==> src/rtl/axi_rd_pkg.sv <==
// -----------------------------------------------------------------------------
// axi_rd_pkg
// Shared definitions for the two-port AXI read-command arbiter: arbiter FSM
// state encoding, port index constants and the width of the port-0 streak
// counter.
// -----------------------------------------------------------------------------
package axi_rd_pkg;

    // Arbiter FSM: idle / command presented to master / master transferring.
    typedef enum logic [1:0] {
        S_IDLE  = 2'd0,
        S_ISSUE = 2'd1,
        S_XFER  = 2'd2
    } state_e;

    // Port indices as seen on the owner output.
    localparam logic PORT_HDMI = 1'b0;
    localparam logic PORT_AUX  = 1'b1;

    // Consecutive port-0 grants while port 1 waits; saturates at all-ones.
    localparam int                 STREAK_W   = 4;
    localparam logic [STREAK_W-1:0] STREAK_SAT = '1;

endpackage

==> src/rtl/arb_pick2.sv <==
// -----------------------------------------------------------------------------
// arb_pick2
// Combinational winner select between two requesters.
//
// Parameters:
//   PRIORITY_MODE  1 = port 0 priority with streak limit, 0 = round-robin
//   MAX_STREAK     port-0 grants allowed in a row while port 1 is pending
// Ports:
//   kick0_i, kick1_i  requests from port 0 / port 1
//   last_i            port that won the previous grant
//   streak_i          consecutive port-0 grants made while port 1 was pending
//   winner_o          index of the winning port (only meaningful if a kick is high)
// -----------------------------------------------------------------------------
module arb_pick2
    import axi_rd_pkg::*;
#(
    parameter int unsigned PRIORITY_MODE = 1,
    parameter int unsigned MAX_STREAK    = 4
) (
    input  logic                kick0_i,
    input  logic                kick1_i,
    input  logic                last_i,
    input  logic [STREAK_W-1:0] streak_i,
    output logic                winner_o
);

    always_comb begin
        winner_o = PORT_HDMI;
        if (kick0_i && kick1_i) begin
            if (PRIORITY_MODE != 0) begin
                // Port 0 keeps winning until it has starved port 1 for
                // MAX_STREAK grants in a row.
                winner_o = (streak_i == STREAK_W'(MAX_STREAK)) ? PORT_AUX : PORT_HDMI;
            end else begin
                winner_o = ~last_i;
            end
        end else if (kick1_i) begin
            winner_o = PORT_AUX;
        end
    end

endmodule

==> src/rtl/axi_read_arbiter.sv <==
// -----------------------------------------------------------------------------
// axi_read_arbiter
// Shares one AXI read master (kick/busy/addr/num) between the HDMI scan-out
// reader (port 0) and a secondary DMA reader (port 1). One command is granted
// at a time; the master's busy is reflected only to the owning port and the
// owner output steers returned read data.
//
// Parameters:
//   PRIORITY_MODE  1 = port 0 priority with streak limit, 0 = round-robin
//   MAX_STREAK     1..15, port-0 grants in a row while port 1 waits
// Ports:
//   clk, rst                         clock, synchronous active-high reset
//   kick0/1, read_addr0/1, read_num0/1  requester commands
//   busy0/1                          per-requester view of m_busy
//   m_kick, m_read_addr, m_read_num  command to the master
//   m_busy                           master busy
//   owner, owner_valid               granted port and its validity
// -----------------------------------------------------------------------------
module axi_read_arbiter
    import axi_rd_pkg::*;
#(
    parameter int unsigned PRIORITY_MODE = 1,
    parameter int unsigned MAX_STREAK    = 4
) (
    input  logic        clk,
    input  logic        rst,
    input  logic        kick0,
    input  logic        kick1,
    input  logic [31:0] read_addr0,
    input  logic [31:0] read_addr1,
    input  logic [31:0] read_num0,
    input  logic [31:0] read_num1,
    output logic        busy0,
    output logic        busy1,
    output logic        m_kick,
    input  logic        m_busy,
    output logic [31:0] m_read_addr,
    output logic [31:0] m_read_num,
    output logic        owner,
    output logic        owner_valid
);

    state_e              state_q, state_d;
    logic                owner_q, owner_d;
    logic [31:0]         addr_q, addr_d;
    logic [31:0]         num_q, num_d;
    logic [STREAK_W-1:0] streak_q, streak_d;
    logic                last_q, last_d;
    logic                winner;

    arb_pick2 #(
        .PRIORITY_MODE (PRIORITY_MODE),
        .MAX_STREAK    (MAX_STREAK)
    ) u_pick (
        .kick0_i  (kick0),
        .kick1_i  (kick1),
        .last_i   (last_q),
        .streak_i (streak_q),
        .winner_o (winner)
    );

    // NOTE: every signal gets its hold value before the case statement so no
    // path through the block leaves it unassigned, which would infer a latch.
    always_comb begin
        state_d  = state_q;
        owner_d  = owner_q;
        addr_d   = addr_q;
        num_d    = num_q;
        streak_d = streak_q;
        last_d   = last_q;
        unique case (state_q)
            S_IDLE: begin
                // A busy master in idle is still draining a previous burst.
                if ((kick0 || kick1) && !m_busy) begin
                    state_d = S_ISSUE;
                    owner_d = winner;
                    last_d  = winner;
                    addr_d  = (winner == PORT_AUX) ? read_addr1 : read_addr0;
                    num_d   = (winner == PORT_AUX) ? read_num1  : read_num0;
                    if (winner == PORT_HDMI && kick1) begin
                        streak_d = (streak_q == STREAK_SAT) ? streak_q : streak_q + 1'b1;
                    end else begin
                        streak_d = '0;
                    end
                end
            end
            S_ISSUE: if (m_busy)  state_d = S_XFER;
            S_XFER:  if (!m_busy) state_d = S_IDLE;
            default: state_d = S_IDLE;
        endcase
    end

    // NOTE: state flops use non-blocking assignments so every register samples
    // pre-edge values regardless of process ordering. The command registers
    // are reset too, since m_read_addr/m_read_num are visible outputs.
    always_ff @(posedge clk) begin
        if (rst) begin
            state_q  <= S_IDLE;
            owner_q  <= PORT_HDMI;
            addr_q   <= '0;
            num_q    <= '0;
            streak_q <= '0;
            last_q   <= PORT_AUX;
        end else begin
            state_q  <= state_d;
            owner_q  <= owner_d;
            addr_q   <= addr_d;
            num_q    <= num_d;
            streak_q <= streak_d;
            last_q   <= last_d;
        end
    end

    assign m_kick      = (state_q == S_ISSUE);
    assign owner_valid = (state_q != S_IDLE);
    assign owner       = owner_q;
    assign m_read_addr = addr_q;
    assign m_read_num  = num_q;

    // Only the owner sees the master busy, so a waiting requester keeps its
    // kick asserted.
    assign busy0 = owner_valid && (owner_q == PORT_HDMI) && m_busy;
    assign busy1 = owner_valid && (owner_q == PORT_AUX)  && m_busy;

endmodule

==> config.mk <==
export PLATFORM = sky130hd
export DESIGN_NAME = axi_read_arbiter
export DESIGN_NICKNAME = d
export VERILOG_FILES = /design/src/rtl/axi_rd_pkg.sv /design/src/rtl/arb_pick2.sv /design/src/rtl/axi_read_arbiter.sv
export SDC_FILE = /design/constraint.sdc
export NUM_CORES = 1
export LEC_CHECK = 0
export CAP_MARGIN = 20
export CORE_MARGIN = 2
export CORE_UTILIZATION = 36
export DETAILED_ROUTE_END_ITERATION = 8
export PLACE_DENSITY_LB_ADDON = 0.1
export RECOVER_POWER = 100
export SLEW_MARGIN = 20
export SYNTH_ARGS = -nofsm -noshare
export SYNTH_HDL_FRONTEND = slang
export SYNTH_SLANG_ARGS = --single-unit
==> constraint.sdc <==
create_clock -name clk -period 1.7 [get_ports clk]
set_input_delay 0.255 -clock clk [delete_from_list [all_inputs] [get_ports clk]]
set_output_delay 0.255 -clock clk [all_outputs]
set_load 0.01 [all_outputs]
; Word-level counts from Yosys, hierarchy flattened
; Index checks and enable logic that the tools add are counted.
[classes]
eq_ne = 8
n_mux = 11
reduce_logical = 14
bitwise_logic = 2
add_sub_neg = 1
[op_table]
columns = operator, n
row1 = 32-bit two-way mux, 2
row2 = 4-bit two-way mux, 2
row3 = 1-bit logical AND, 7
row4 = 2-bit two-way mux, 3
row5 = 2-bit inequality test (second input constant), 3
row6 = 2-bit case mux with 3 select lines, 1
row7 = 3-bit AND reduction, 2
row8 = 4-bit by 1-bit adder with 4-bit output (second input constant), 1
row9 = 4-bit by 3-bit equality test with 1-bit output (second input constant), 1
row10 = 4-bit equality test (second input constant), 1
row11 = 1-bit two-way mux, 3
row12 = 2-bit by 1-bit equality test with 1-bit output (second input constant), 1
row13 = 2-bit equality test (second input constant), 1
row14 = 2-bit logical NOT, 1
row15 = 2-bit by 1-bit inequality test with 1-bit output (second input constant), 1
row16 = 1-bit NOT, 2
row17 = 2-bit AND reduction, 1
row18 = 2-bit nonzero test, 1
row19 = 1-bit logical NOT, 1
row20 = 1-bit logical OR, 1
[totals]
regBits = 71

; Depth between registers and ports, before layout
[depth]
depth_word = 7
ltp_mapped = 8
depth_no_buf = 5

; Hierarchy
; A second synthesis with hierarchy kept.
[hier_totals]
cells_unflattened = 343
area_unflattened_um2 = 3590.9
[modules_own_cells]
columns = module, area_each_um2, cells_per_inst, seq_area_each_um2, instances
row1 = axi_read_arbiter, 3573.4, 341, 1441.4, 1
row2 = arb_pick2, 17.5, 2, 0.0, 1

; Least setup slack after synthesis
; No wires, ideal clock.
[synth_path]
path_kind = register to register
from = register streak_q[0]
to = register streak_q[2]
synth_period_minus_slack_ps = 1645
arrival_ps = 1565
path_buffers = 2
stages_incl_launch_ff = 8
setup_time_ps = 79
setup_slack_ps = 55
cell_sequence = dfxtp_1 inv_1 ha_1 and3b_1 buf_2 buf_6 a311o_1 a211oi_2
[synth_via]
elab_chain_len = 7
word_cells_on_any_way = 11
classes_between = add/sub (1) / eq/ne (3) / mux (4) / bitwise (1) / reduce/logical (2)
[synth_lines]
columns = item, line_no
row1 = from (decl), axi_read_arbiter.sv:47  ; logic [STREAK_W-1:0] streak_q, streak_d;
row2 = from (signal assigned), axi_read_arbiter.sv:109  ; streak_q <= streak_d;
row3 = 4-bit by 3-bit equality test with 1-bit output, arb_pick2.sv:33  ; winner_o = (streak_i == STREAK_W'(MAX_STREAK)) ? PORT_AUX : PORT_HDMI;
row4 = 1-bit two-way mux, arb_pick2.sv:33
row5 = 1-bit two-way mux, arb_pick2.sv:29  ; if (kick0_i && kick1_i) begin
row6 = 1-bit NOT, axi_read_arbiter.sv:80  ; if (winner == PORT_HDMI && kick1) begin
row7 = 1-bit logical AND, axi_read_arbiter.sv:80
row8 = 2-bit inequality test (no line), -
row9 = 3-bit AND reduction (no line), -
; Parallel ways exist; a longest one is shown, timed or not. The select of a mux whose other input is x is not followed.
; A chain may end at the register's enable or synchronous reset.

; Worst setup path after layout
[layout_path]
from = register state_q[1]
to = output port owner_valid
[layout_via]
elab_chain_len = 1
[layout_lines]
columns = item, line_no
row1 = from (decl), axi_read_arbiter.sv:43  ; state_e state_q, state_d;
row2 = from (signal assigned), axi_read_arbiter.sv:105  ; state_q <= state_d;
row3 = 2-bit nonzero test, axi_read_arbiter.sv:115  ; assign owner_valid = (state_q != S_IDLE);
row4 = to (decl), axi_read_arbiter.sv:40  ; output logic owner_valid
; No other way between the ends.

==> impl_metrics.ini <==
[yosys]
synth_top_family_by_area = compound AO/OA/AOI/OAI gates
mappedNetlistArea_um2 = 3760
synth_cell_types = 38
yosysWarnings = 0
synth.avg_cell_area_um2 = 8.58
synth-async-reset-ratio_pct = 0
synthXorXnorAreaFrac_pct = 0.233
synth_compound_gate_area_share_pct = 38.9
synthAdderAreaFrac_pct = 0.666
synth-seq-cells = 71
yosysSeqAreaShare_pct = 37.8
post_synth_inst_count = 438
simple_gate_fraction_of_synth_area_pct = 12.1
synth_edf_count = 0
synth_fp_nets = 573
postSynth.topFlopCell = dfxtp_1
synthMuxAreaShare_pct = 0.533

[floorplan]
floorplan.initialDensity_pct = 36.7
fp.dieArea_um2 = 11300
die_width_um = 106
core_region_area_um2 = 10200
num_rows = 37
die_height_um = 106
ios = 202

[global_route]
grt_total_ovfl = 0
antenna_found_initial = 0
grt_usage_pct = 24.3
grt_pass1_vias = 4327
grt_first_pass_wirelength_mm = 22.3
maximum_number_of_pins_on_one_net_before_global_route_repair = 69

[pwr]
vdd.ir_drop.worst_mv = 0.448
leakage_nw = 2.29
power.density_nw_per_um2 = 732

[routing]
drt-initial-drc-count = 242
route.detailed.wl_per_inst_um = 18.9
route.antenna.remaining_nets = 0
dr_total_vias = 4480
drt-pass1-iter-count = 5
detail_route.wirelength_mm = 14.3
remaining_drc_errors = 0
drt-vias-per-instance = 5.93

[final_layout]
drive_above_1_share_pct = 9.21
area_delta_synth_final_pct = 64.5
finish.net_count = 749
finish.utilization_pct = 60.4
design_area_um2 = 6180
n_fill_cell = 934
num_antenna_cells = 0

[critical_path]
timing.critical_path.from_type = register
path_max_fanout = 6
worst_ep_required_time_ns = 1.44
setup.worst_path.end_class = output pin
setup.worst_path.class = reg2out
critPathArrivalTime_ns = 1.37

[timing]
worst_slew_pin_slew_ns = 0.432
min_period_over_period_pct = 95.8
report.final.setup_viol = 0
finalHoldViolCount = 0
fin_crit_ns = 1.63
rsz0062_at_grt = yes
post_route_clock_skew_ns = 0.0154
max-slew-margin-rel_pct = 71.2
fmax_ghz = 0.614
final-max-slew-violation-count = 0

[placement]
placedInstanceArea_um2 = 5980
place_hpwl_mm = 9.46
port_buffers = 201
gp_congestion = 0.794

[hold_path]
min-delay-path-class = in2reg

[run]
cap_viol_max_count = 0

[clocking]
cts.repair.resized = 6
clk_pin_slew_worst_paths_ns = 0.08
clock_latency_at_the_later_pin_of_the_worst_skew_pair_ns = 0.34
cts_root_buf = clkbuf_8
cts_max_level = 3
cts_bufs_inserted = 9
post_cts_hold_buffer_count = 0
tritoncts_num_sinks = 71
cts_tree = yes
post-cts-setup-buffers = 0
clockBufferDepth = 2

[outcome]
status = completed
-- worst max-delay path, stage by stage, from the launching register on --
cell and delay, ns:
dfxtp_2 0.34, nor2_4 0.14, inv_2 0.08, clkdlybuf4s50_1 0.48
-- area by class of cell --
class	instances	area [um^2]	area share (%)
multi-input combinational	295	1980	32.1
timing repair buffer	232	2380	38.6
inverter	5	18.8	0.304
clock inverter	5	57.6	0.932
sequential	71	1420	23.1
tap	136	170	2.75
clock buffer	11	141	2.29
-- cells in the final DEF, fill, tap and decap left out, types with 2 or more instances in the layout --
cell / instances
a21oi_1: 65
clkbuf_8: 10
buf_4: 16
inv_2: 2
clkdlybuf4s50_1: 130
a311oi_1: 65
dfxtp_1: 69
dlygate4sd3_1: 66
nor3b_1: 2
buf_12: 12
mux2i_1: 2
dlygate4sd2_1: 3
nand3_1: 65
clkinvlp_4: 3
o211ai_1: 64
inv_1: 3
ha_1: 2
buf_2: 2
nand2b_1: 2
nor2_1: 2
clkbuf_4: 2
dfxtp_2: 2
nand2_1: 3
nor2_4: 2
-- power by group --
part	switching, mW	internal, mW	total (mW)
logic	0.561	0.699	1.26
registers	0.0676	1.80	1.87
clock network	0.674	0.717	1.39
total	1.30	3.22	4.52
-- Yosys cell counts (all sizes together) (2+ instances only) --
cell type,number,area (um^2)
nand3,65,325
nand2b,3,18.8
a311oi,65,569
nor3b,2,15.0
inv,5,18.8
clkbuf,19,72.6
o211ai,64,480
dfxtp,71,1420
mux2i,2,20.0
ha,2,25.0
buf,48,274
a21oi,65,325
nand2,3,11.3
nor2,4,17.5
-- cell families (layout without fill, tap and decap cells) --
group                      after synthesis  in the layout
AOI/OAI and AO/OA                      204            204
xor gates and xnor gates                 1              1
adders and majority gates                2              2
buffers and inverters                   72            253
DFF                                     71             71
muxes                                    2              2
and+or+nand+nor                         86             86
-- sequential cells by signal, summed over array words and instances, names as in the netlist --
register / count
owner: 1
m_read_num: 32
state_q: 2
m_read_addr: 32
streak_q: 4
-- stage by stage --
step,power (mW),hold WS [ns],TNS [ns],instances,worst slack (ns)
6_report,4.52,0.310,0,755,0.0707
3_3_place_gp,3.20,0.500,-1.87,739,-0.102
3_5_place_dp,3.22,0.510,-4.39,739,-0.141
4_1_cts,4.62,0.286,0,755,0.0276
5_1_grt,4.73,0.327,-0.0802,755,-0.0226
2_1_floorplan,2.45,0.334,0,438,0.0554
-- metal layers --
layer	global-route usage [%]	part of all wire [%]	up-vias
met5	0	0	-
met4	8.83	1.9	0
met2	40.5	49	205
li1	-	-	2111
met1	31.5	42	2142
met3	4.29	7.2	22
-- path summary, 6_finish.rpt --
| path | start | to | slack, ns | cells past startpoint |
|---|---|---|---|---|
| max | state_q[1]$_SDFFE_PP0P_ | owner_valid | 0.07 | 3 |
| min | kick1 | owner$_SDFFE_PP0P_ | 0.31 | 3 |
| max reg2reg | streak_q[0]$_SDFFE_PP0P_ | m_read_num[3]$_SDFFE_PP0P_ | 0.09 | 6 |
| min reg2reg | m_read_num[15]$_SDFFE_PP0P_ | m_read_num[15]$_SDFFE_PP0P_ | 0.51 | 2 |
(Power assumes the default switching activity.)
